<file path="config.mk">
export PLATFORM = sky130hd
export DESIGN_NAME = branch_redirect_ctrl
export DESIGN_NICKNAME = d
export VERILOG_FILES = /design/src/rtl/branch_redirect_ctrl.sv
export SDC_FILE = /design/constraint.sdc
export NUM_CORES = 1
export LEC_CHECK = 0
export BUFFER_PORTS_ARGS = -buffer_cell sky130_fd_sc_hd__buf_2
export CAP_MARGIN = 20
export CORE_UTILIZATION = 45
export DETAILED_ROUTE_END_ITERATION = 10
export HOLD_SLACK_MARGIN = 0.02
export PLACE_DENSITY = 0.81
export SYNTH_ARGS = -nofsm -noshare
export SYNTH_HDL_FRONTEND = slang
export SYNTH_SLANG_ARGS = --single-unit
</file>
<file path="constraint.sdc">
create_clock -name clk -period 5.25 [get_ports clk]
set_input_delay 0.2625 -clock clk [delete_from_list [all_inputs] [get_ports clk]]
set_output_delay 0.2625 -clock clk [all_outputs]
set_load 0.005 [all_outputs]
</file>
<file path="src/rtl/branch_redirect_ctrl.sv">
// Execute-side control-flow resolver: turns resolved JAL/JLR/BEQ and WB R7 writes
// into a registered fetch redirect, a multi-cycle wrong-path flush and decode stalls.
module branch_redirect_ctrl #(
  parameter int FLUSH_CYCLES = 3,
  parameter int CNT_W        = 16
) (
  input  logic             clk,
  input  logic             rst,
  input  logic             ex_valid,
  input  logic [1:0]       ex_op,
  input  logic [15:0]      ex_pc,
  input  logic [15:0]      ex_imm,
  input  logic [15:0]      ex_ra_data,
  input  logic [15:0]      ex_rb_data,
  input  logic             wb_r7_write,
  input  logic [15:0]      wb_r7_data,
  input  logic             stall_req,
  output logic [1:0]       pc_select_out,
  output logic [15:0]      pc_plus_imm_out,
  output logic [15:0]      jlr_out,
  output logic [15:0]      beq_out,
  output logic             r7_detect_out,
  output logic [15:0]      r7_data_out,
  output logic             en_pc_out,
  output logic             flush_out,
  output logic [CNT_W-1:0] redirect_cnt,
  output logic [1:0]       state_dbg
);

  typedef enum logic [1:0] {
    S_RUN      = 2'd0,
    S_REDIRECT = 2'd1,
    S_FLUSH    = 2'd2,
    S_STALL    = 2'd3
  } state_t;

  localparam logic [1:0] OP_JAL = 2'b01;
  localparam logic [1:0] OP_JLR = 2'b10;
  localparam logic [1:0] OP_BEQ = 2'b11;
  localparam logic [2:0] FLUSH_INIT = 3'(FLUSH_CYCLES - 1);

  state_t           r_state;
  logic [2:0]       r_flush_left;
  logic [1:0]       r_pc_select;
  logic [15:0]      r_pc_plus_imm;
  logic [15:0]      r_jlr;
  logic [15:0]      r_beq;
  logic             r_r7_detect;
  logic [15:0]      r_r7_data;
  logic             r_en_pc;
  logic             r_flush;
  logic [CNT_W-1:0] r_cnt;

  logic             w_taken;
  logic             w_in_flush;
  logic             w_ex_redirect;
  logic [15:0]      w_rel_target;
  logic [CNT_W-1:0] w_cnt_inc;

  // Anything in EX while the flush is active is on the wrong path.
  assign w_in_flush    = (r_state == S_REDIRECT) || (r_state == S_FLUSH);
  assign w_taken       = ex_valid && ((ex_op == OP_JAL) || (ex_op == OP_JLR) ||
                         ((ex_op == OP_BEQ) && (ex_ra_data == ex_rb_data)));
  assign w_ex_redirect = w_taken && !w_in_flush;
  assign w_rel_target  = ex_pc + ex_imm;
  assign w_cnt_inc     = (r_cnt == {CNT_W{1'b1}}) ? r_cnt : r_cnt + 1'b1;

  always_ff @(posedge clk or negedge rst) begin
    if (!rst) begin
      r_state       <= S_RUN;
      r_flush_left  <= '0;
      r_pc_select   <= 2'b00;
      r_pc_plus_imm <= '0;
      r_jlr         <= '0;
      r_beq         <= '0;
      r_r7_detect   <= 1'b0;
      r_r7_data     <= '0;
      r_en_pc       <= 1'b1;
      r_flush       <= 1'b0;
      r_cnt         <= '0;
    end else if (wb_r7_write) begin
      r_state      <= S_REDIRECT;
      r_flush_left <= FLUSH_INIT;
      r_pc_select  <= 2'b00;
      r_r7_detect  <= 1'b1;
      r_r7_data    <= wb_r7_data;
      r_en_pc      <= 1'b1;
      r_flush      <= 1'b1;
      r_cnt        <= w_cnt_inc;
    end else if (w_ex_redirect) begin
      r_state      <= S_REDIRECT;
      r_flush_left <= FLUSH_INIT;
      r_pc_select  <= ex_op;
      r_r7_detect  <= 1'b0;
      r_en_pc      <= 1'b1;
      r_flush      <= 1'b1;
      r_cnt        <= w_cnt_inc;
      case (ex_op)
        OP_JAL:  r_pc_plus_imm <= w_rel_target;
        OP_JLR:  r_jlr         <= ex_rb_data;
        OP_BEQ:  r_beq         <= w_rel_target;
        default: ;
      endcase
    end else if (w_in_flush) begin
      r_pc_select <= 2'b00;
      r_r7_detect <= 1'b0;
      r_en_pc     <= 1'b1;
      if (r_flush_left == 3'd0) begin
        r_state <= S_RUN;
        r_flush <= 1'b0;
      end else begin
        r_state      <= S_FLUSH;
        r_flush      <= 1'b1;
        r_flush_left <= r_flush_left - 3'd1;
      end
    end else if (stall_req) begin
      r_state     <= S_STALL;
      r_pc_select <= 2'b00;
      r_r7_detect <= 1'b0;
      r_en_pc     <= 1'b0;
      r_flush     <= 1'b0;
    end else begin
      r_state     <= S_RUN;
      r_pc_select <= 2'b00;
      r_r7_detect <= 1'b0;
      r_en_pc     <= 1'b1;
      r_flush     <= 1'b0;
    end
  end

  assign pc_select_out   = r_pc_select;
  assign pc_plus_imm_out = r_pc_plus_imm;
  assign jlr_out         = r_jlr;
  assign beq_out         = r_beq;
  assign r7_detect_out   = r_r7_detect;
  assign r7_data_out     = r_r7_data;
  assign en_pc_out       = r_en_pc;
  assign flush_out       = r_flush;
  assign redirect_cnt    = r_cnt;
  assign state_dbg       = r_state;

endmodule
</file>
# Yosys cells after proc, flatten, opt, wreduce, memory -nomap -nowiden
# Cells that the tools add are included.
[classes]
n_addsub = 3
bitwise_logic = 1
eq_ne = 8
n_reduce_logical = 14
n_mux = 23
[op_table]
columns = ["cell", "n"]
rows = [
  ["16-bit 2-to-1 mux", 3],
  ["16-bit by 1-bit adder with 16-bit output, second input constant", 1],
  ["16-bit adder", 1],
  ["16-bit == test", 1],
  ["16-bit == test, second input constant", 1],
  ["2-bit 2-to-1 mux", 7],
  ["3-bit 2-to-1 mux", 4],
  ["1-bit 2-to-1 mux", 9],
  ["3-bit AND reduction", 3],
  ["2-bit == test, second input constant", 3],
  ["2-bit by 1-bit == test with 1-bit output, second input constant", 2],
  ["1-bit logical AND", 3],
  ["3-bit logical NOT", 1],
  ["1-bit logical OR", 3],
  ["3-bit != test, second input constant", 1],
  ["3-bit nonzero test", 1],
  ["3-bit by 1-bit subtractor with 3-bit output, second input constant", 1],
  ["2-bit AND reduction", 1],
  ["2-bit nonzero test", 1],
  ["1-bit logical NOT", 1],
  ["1-bit NOT", 1],
]
[totals]
elab_cells = 60
register_bits = 90
in_bits = 87

# Depth between registers and ports, before layout
[depth]
depth_word = 7
ltp_mapped = 8
mapped_depth_nobuf = 8

# Least setup slack after synthesis
# Ideal clock, no wire load.
[synth_path]
kind = "input to register"
from = "in ex_pc[0]"
to = "reg r_beq[14], in the netlist beq_out[14]"
required_ns = 5.125
slack_ns = 2.814
cell_stages = 8
setup_time_ns = 0.125
n_path_buf = 0
arrival_ns = 2.312
cell_sequence = "ha_1 fa_1 a211oi_1 o21bai_1 o41ai_1 o21ai_0 xor2_1 mux2_2"
[synth_via]
elab_chain_cells = 1
[synth_rtl]
columns = ["item", "line", "rtl"]
rows = [
  ["start, declared", "11", "input logic [15:0] ex_pc,"],
  ["16-bit adder", "65", "assign w_rel_target = ex_pc + ex_imm;"],
  ["end signal, assigned", "101", "OP_BEQ: r_beq <= w_rel_target;"],
  ["end, declared", "47", "logic [15:0] r_beq;"],
]
# Every way passes these cells.
# A chain may end at the register's enable or synchronous reset.

# Worst setup path in the final report
[layout_path]
from = "in ex_pc[0]"
to = "reg r_beq[10], in the netlist beq_out[10]"
# Same word-level chain as after synthesis.

==> results.yml <==
critical_path:
  crit_fanout: 4
  critPathKind: "in -> reg"
  cp-start-kind: "input port"
  end_kind: "register"
  worstPathArrival_ns: 2.87
  cp.required_ns: 5.49
yosys:
  syn_area_um2: 4590
  ys_ff_latch: 90
  synthArstFlopShare_pct: 100
  synth_top_area_share_pct: 48.5
  syn_area_per_cell_um2: 12.2
  synth.area.top_cells: "dfrtp_1 (48%), mux2_2 (16%), ha_1 (5.7%), xnor2_1 (5.0%), xor2_1 (3.4%)"
  ys_warn_count: 0
  synth_edf_count: 0
  ys.flop_type: "dfrtp_1"
  ys_types: 44
  netlist_instances: 375
  synth_nets: 484
  synth_top_area_cell: "dfrtp_1"
  ys_seq_area_share_pct: 49.1
layout:
  nets: 665
  n_antenna_cell: 0
  stdcell_area_um2: 5830
  synthToLayoutAreaGrowth_pct: 27.0
  fin_util_pct: 59.4
  drive_gt1_share_pct: 48.0
drt:
  wire_per_inst_um: 14.8
  drt_iter0_drc: 91
  dr.pass1.iters: 6
  vias: 3603
  drc: 0
  via_per_inst: 5.19
  antenna_left: 0
  wl_mm: 10.3
global_routing:
  grt_overflow: 0
  grt_pass1_wl_mm: 16.1
  grt_pass1_vias: 3538
  track_usage_pct: 20.0
  antenna_found_initial: 0
  grt_max_degree: 49
die:
  die_area_um2: 10600
  core_area_um2: 9820
  dieWidth_um: 103
  die_h_um: 103
  rows: 36
  pin_count: 174
  start_util_pct: 46.8
clocking:
  cts.sinks: 90
  worst_skew_pair.late_latency_ns: 0.36
  clk_pin_slew_ns: 0.09
  root_buffer: "clkbuf_8"
  htree_levels: 3
  postCtsSetupBuffers: 0
  cts_tree: "done"
  cts_buffers: 9
  clock_path_buffers: 2
timing:
  fin_tns_setup_ns: 0
  rsz0062_at_grt: "false"
  relSlewSlack_pct: 32.4
  setup_viol: 0
  fin_ws_ns: 2.62
  skew_ns: 0.00596
  worst_pin_slew_ns: 1.01
  finalHoldViolations: 0
  min_period_ns: 2.63
  slew_viol_final: 0
  min_period_over_period_pct: 50.0
  fmax_mhz: 381
power:
  power.density_nw_per_um2: 413
  leakage_uw: 0.00290
  power.total_uw: 2410
  vdd_drop_max_v: 0.000199
placement:
  placed_area_um2: 5610
  dpl.hpwl_mm: 7.98
  portBuffers: 173
  gp_congestion: 0.874
  place_ws_ns: 2.27
run_status:
  status: "complete, no violations"
min_path:
  min_path_type: "in -> reg"
flow_run:
  cap_viol_max_count: 0
==> synthesized netlist by cell type, drive strengths merged (3+ instances only) <==
| cell | instances |
|---|---|
| dfrtp | 89 |
| mux2 | 67 |
| xnor2 | 27 |
| nand2 | 23 |
| ha | 21 |
| xor2 | 18 |
| a21oi | 15 |
| nor2 | 12 |
| nor3 | 11 |
| nand3 | 10 |
| inv | 9 |
| nor4 | 7 |
| o21ai | 7 |
| nor4b | 6 |
| a21o | 5 |
| buf | 5 |
| nand4 | 5 |
| and3 | 4 |
| clkbuf | 4 |
| o21bai | 4 |
| nor2b | 3 |
| nor3b | 3 |
==> critical path: stages <==
cell and delay (ns):
buf_2 0.10, ha_1 0.24, fa_1 0.44, a211oi_1 0.25, o21bai_1 0.14, o41ai_1 0.73, o21ai_0 0.24, xor2_1 0.19
mux2_2 0.27
==> cell families (layout without fill, tap and decap cells) <==
logic type      after synthesis  after routing  synth area share, %
xor+xnor                     45             45                 8.74
fa+ha+maj                    22             22                 6.16
buf+inv                      18            204                 2.02
compound gates               45             45                 6.43
mux                          67             67                 16.4
flops                        90             90                 49.1
simple gates                 88             88                 11.2
==> registers in the layout (all words and copies together), names as in the netlist <==
name,flops
beq_out,16
jlr_out,16
pc_plus_imm_out,16
r7_data_out,16
redirect_cnt,16
r_flush_left,3
pc_select_out,2
state_dbg,2
en_pc_out,1
flush_out,1
r7_detect_out,1
==> cell usage in the layout (no fill, tap or decap), drive strengths merged, types with 3 or more instances in the layout <==
cell / instances
nor3b: 3
xnor2: 27
clkbuf: 9
o21ai: 7
inv: 9
a21oi: 15
nor3: 11
nand2: 23
mux2: 67
nor2: 12
nor4b: 6
dfrtp: 89
xor2: 18
nor2b: 3
buf: 178
clkinv: 3
nand4: 5
a21o: 5
ha: 21
and3: 4
nand3: 10
nor4: 7
o21bai: 4
==> layer usage <==
metal | wire length (um) | GRT usage [%] | vias up | share of wire, %
met2 | 5250 | 36.1 | 127 | 51
met3 | 641 | 5.08 | 10 | 6.2
met4 | 106 | 7.26 | 0 | 1.0
met1 | 4280 | 22.8 | 1751 | 42
met5 | 0 | 0 | - | 0
li1 | - | - | 1715 | -
==> final timing paths <==
path / slack, ns / endpoint / cells after the start / startpoint
setup / recovery: 2.62 / beq_out[10]$_DFFE_PN0P_ / 9 / ex_pc[0]
hold / removal: 0.06 / en_pc_out$_DFF_PN1_ / 2 / stall_req
setup reg to reg: 2.94 / jlr_out[15]$_DFFE_PN0P_ / 4 / state_dbg[1]$_DFF_PN0_
hold reg to reg: 0.51 / jlr_out[7]$_DFFE_PN0P_ / 1 / jlr_out[7]$_DFFE_PN0P_
max in group asynchronous: 3.79 / r7_data_out[7]$_DFFE_PN0P_ / 3 / rst
min in group asynchronous: 0.43 / redirect_cnt[1]$_DFFE_PN0P_ / 2 / rst
==> report_power, final <==
group / switching [uW] / internal [uW]
clock network: 248 / 267
logic: 358 / 444
registers: 154 / 936
==> layout make-up <==
cell class | instances | area, um^2
multi-input cells | 267 | 2250
repair buffers | 179 | 916
flip-flops and latches | 90 | 2250
clock inverters | 7 | 93.8
inverters | 9 | 33.8
well taps | 133 | 166
clock buffers | 9 | 124
fillers | 852 | 3990
==> timing repair <==
| action | CTS | global route |
|---|---|---|
| gates resized for setup | 0 | 0 |
| hold buffers | 1 | 0 |
| hold endpoints to repair | 42 | 0 |
| setup endpoints to repair | 0 | 0 |
==> metrics by stage <==
| stage | hold WS, ns | std cells |
|---|---|---|
| 5_1_grt | 0.0490 | 694 |
| 2_1_floorplan | -0.0331 | 375 |
| 6_report | 0.0581 | 694 |
| 3_5_place_dp | 0.295 | 677 |
| 4_1_cts | 0.0354 | 694 |
| 3_3_place_gp | 0.278 | 677 |
Note: power is estimated with default switching activity, not from simulation.
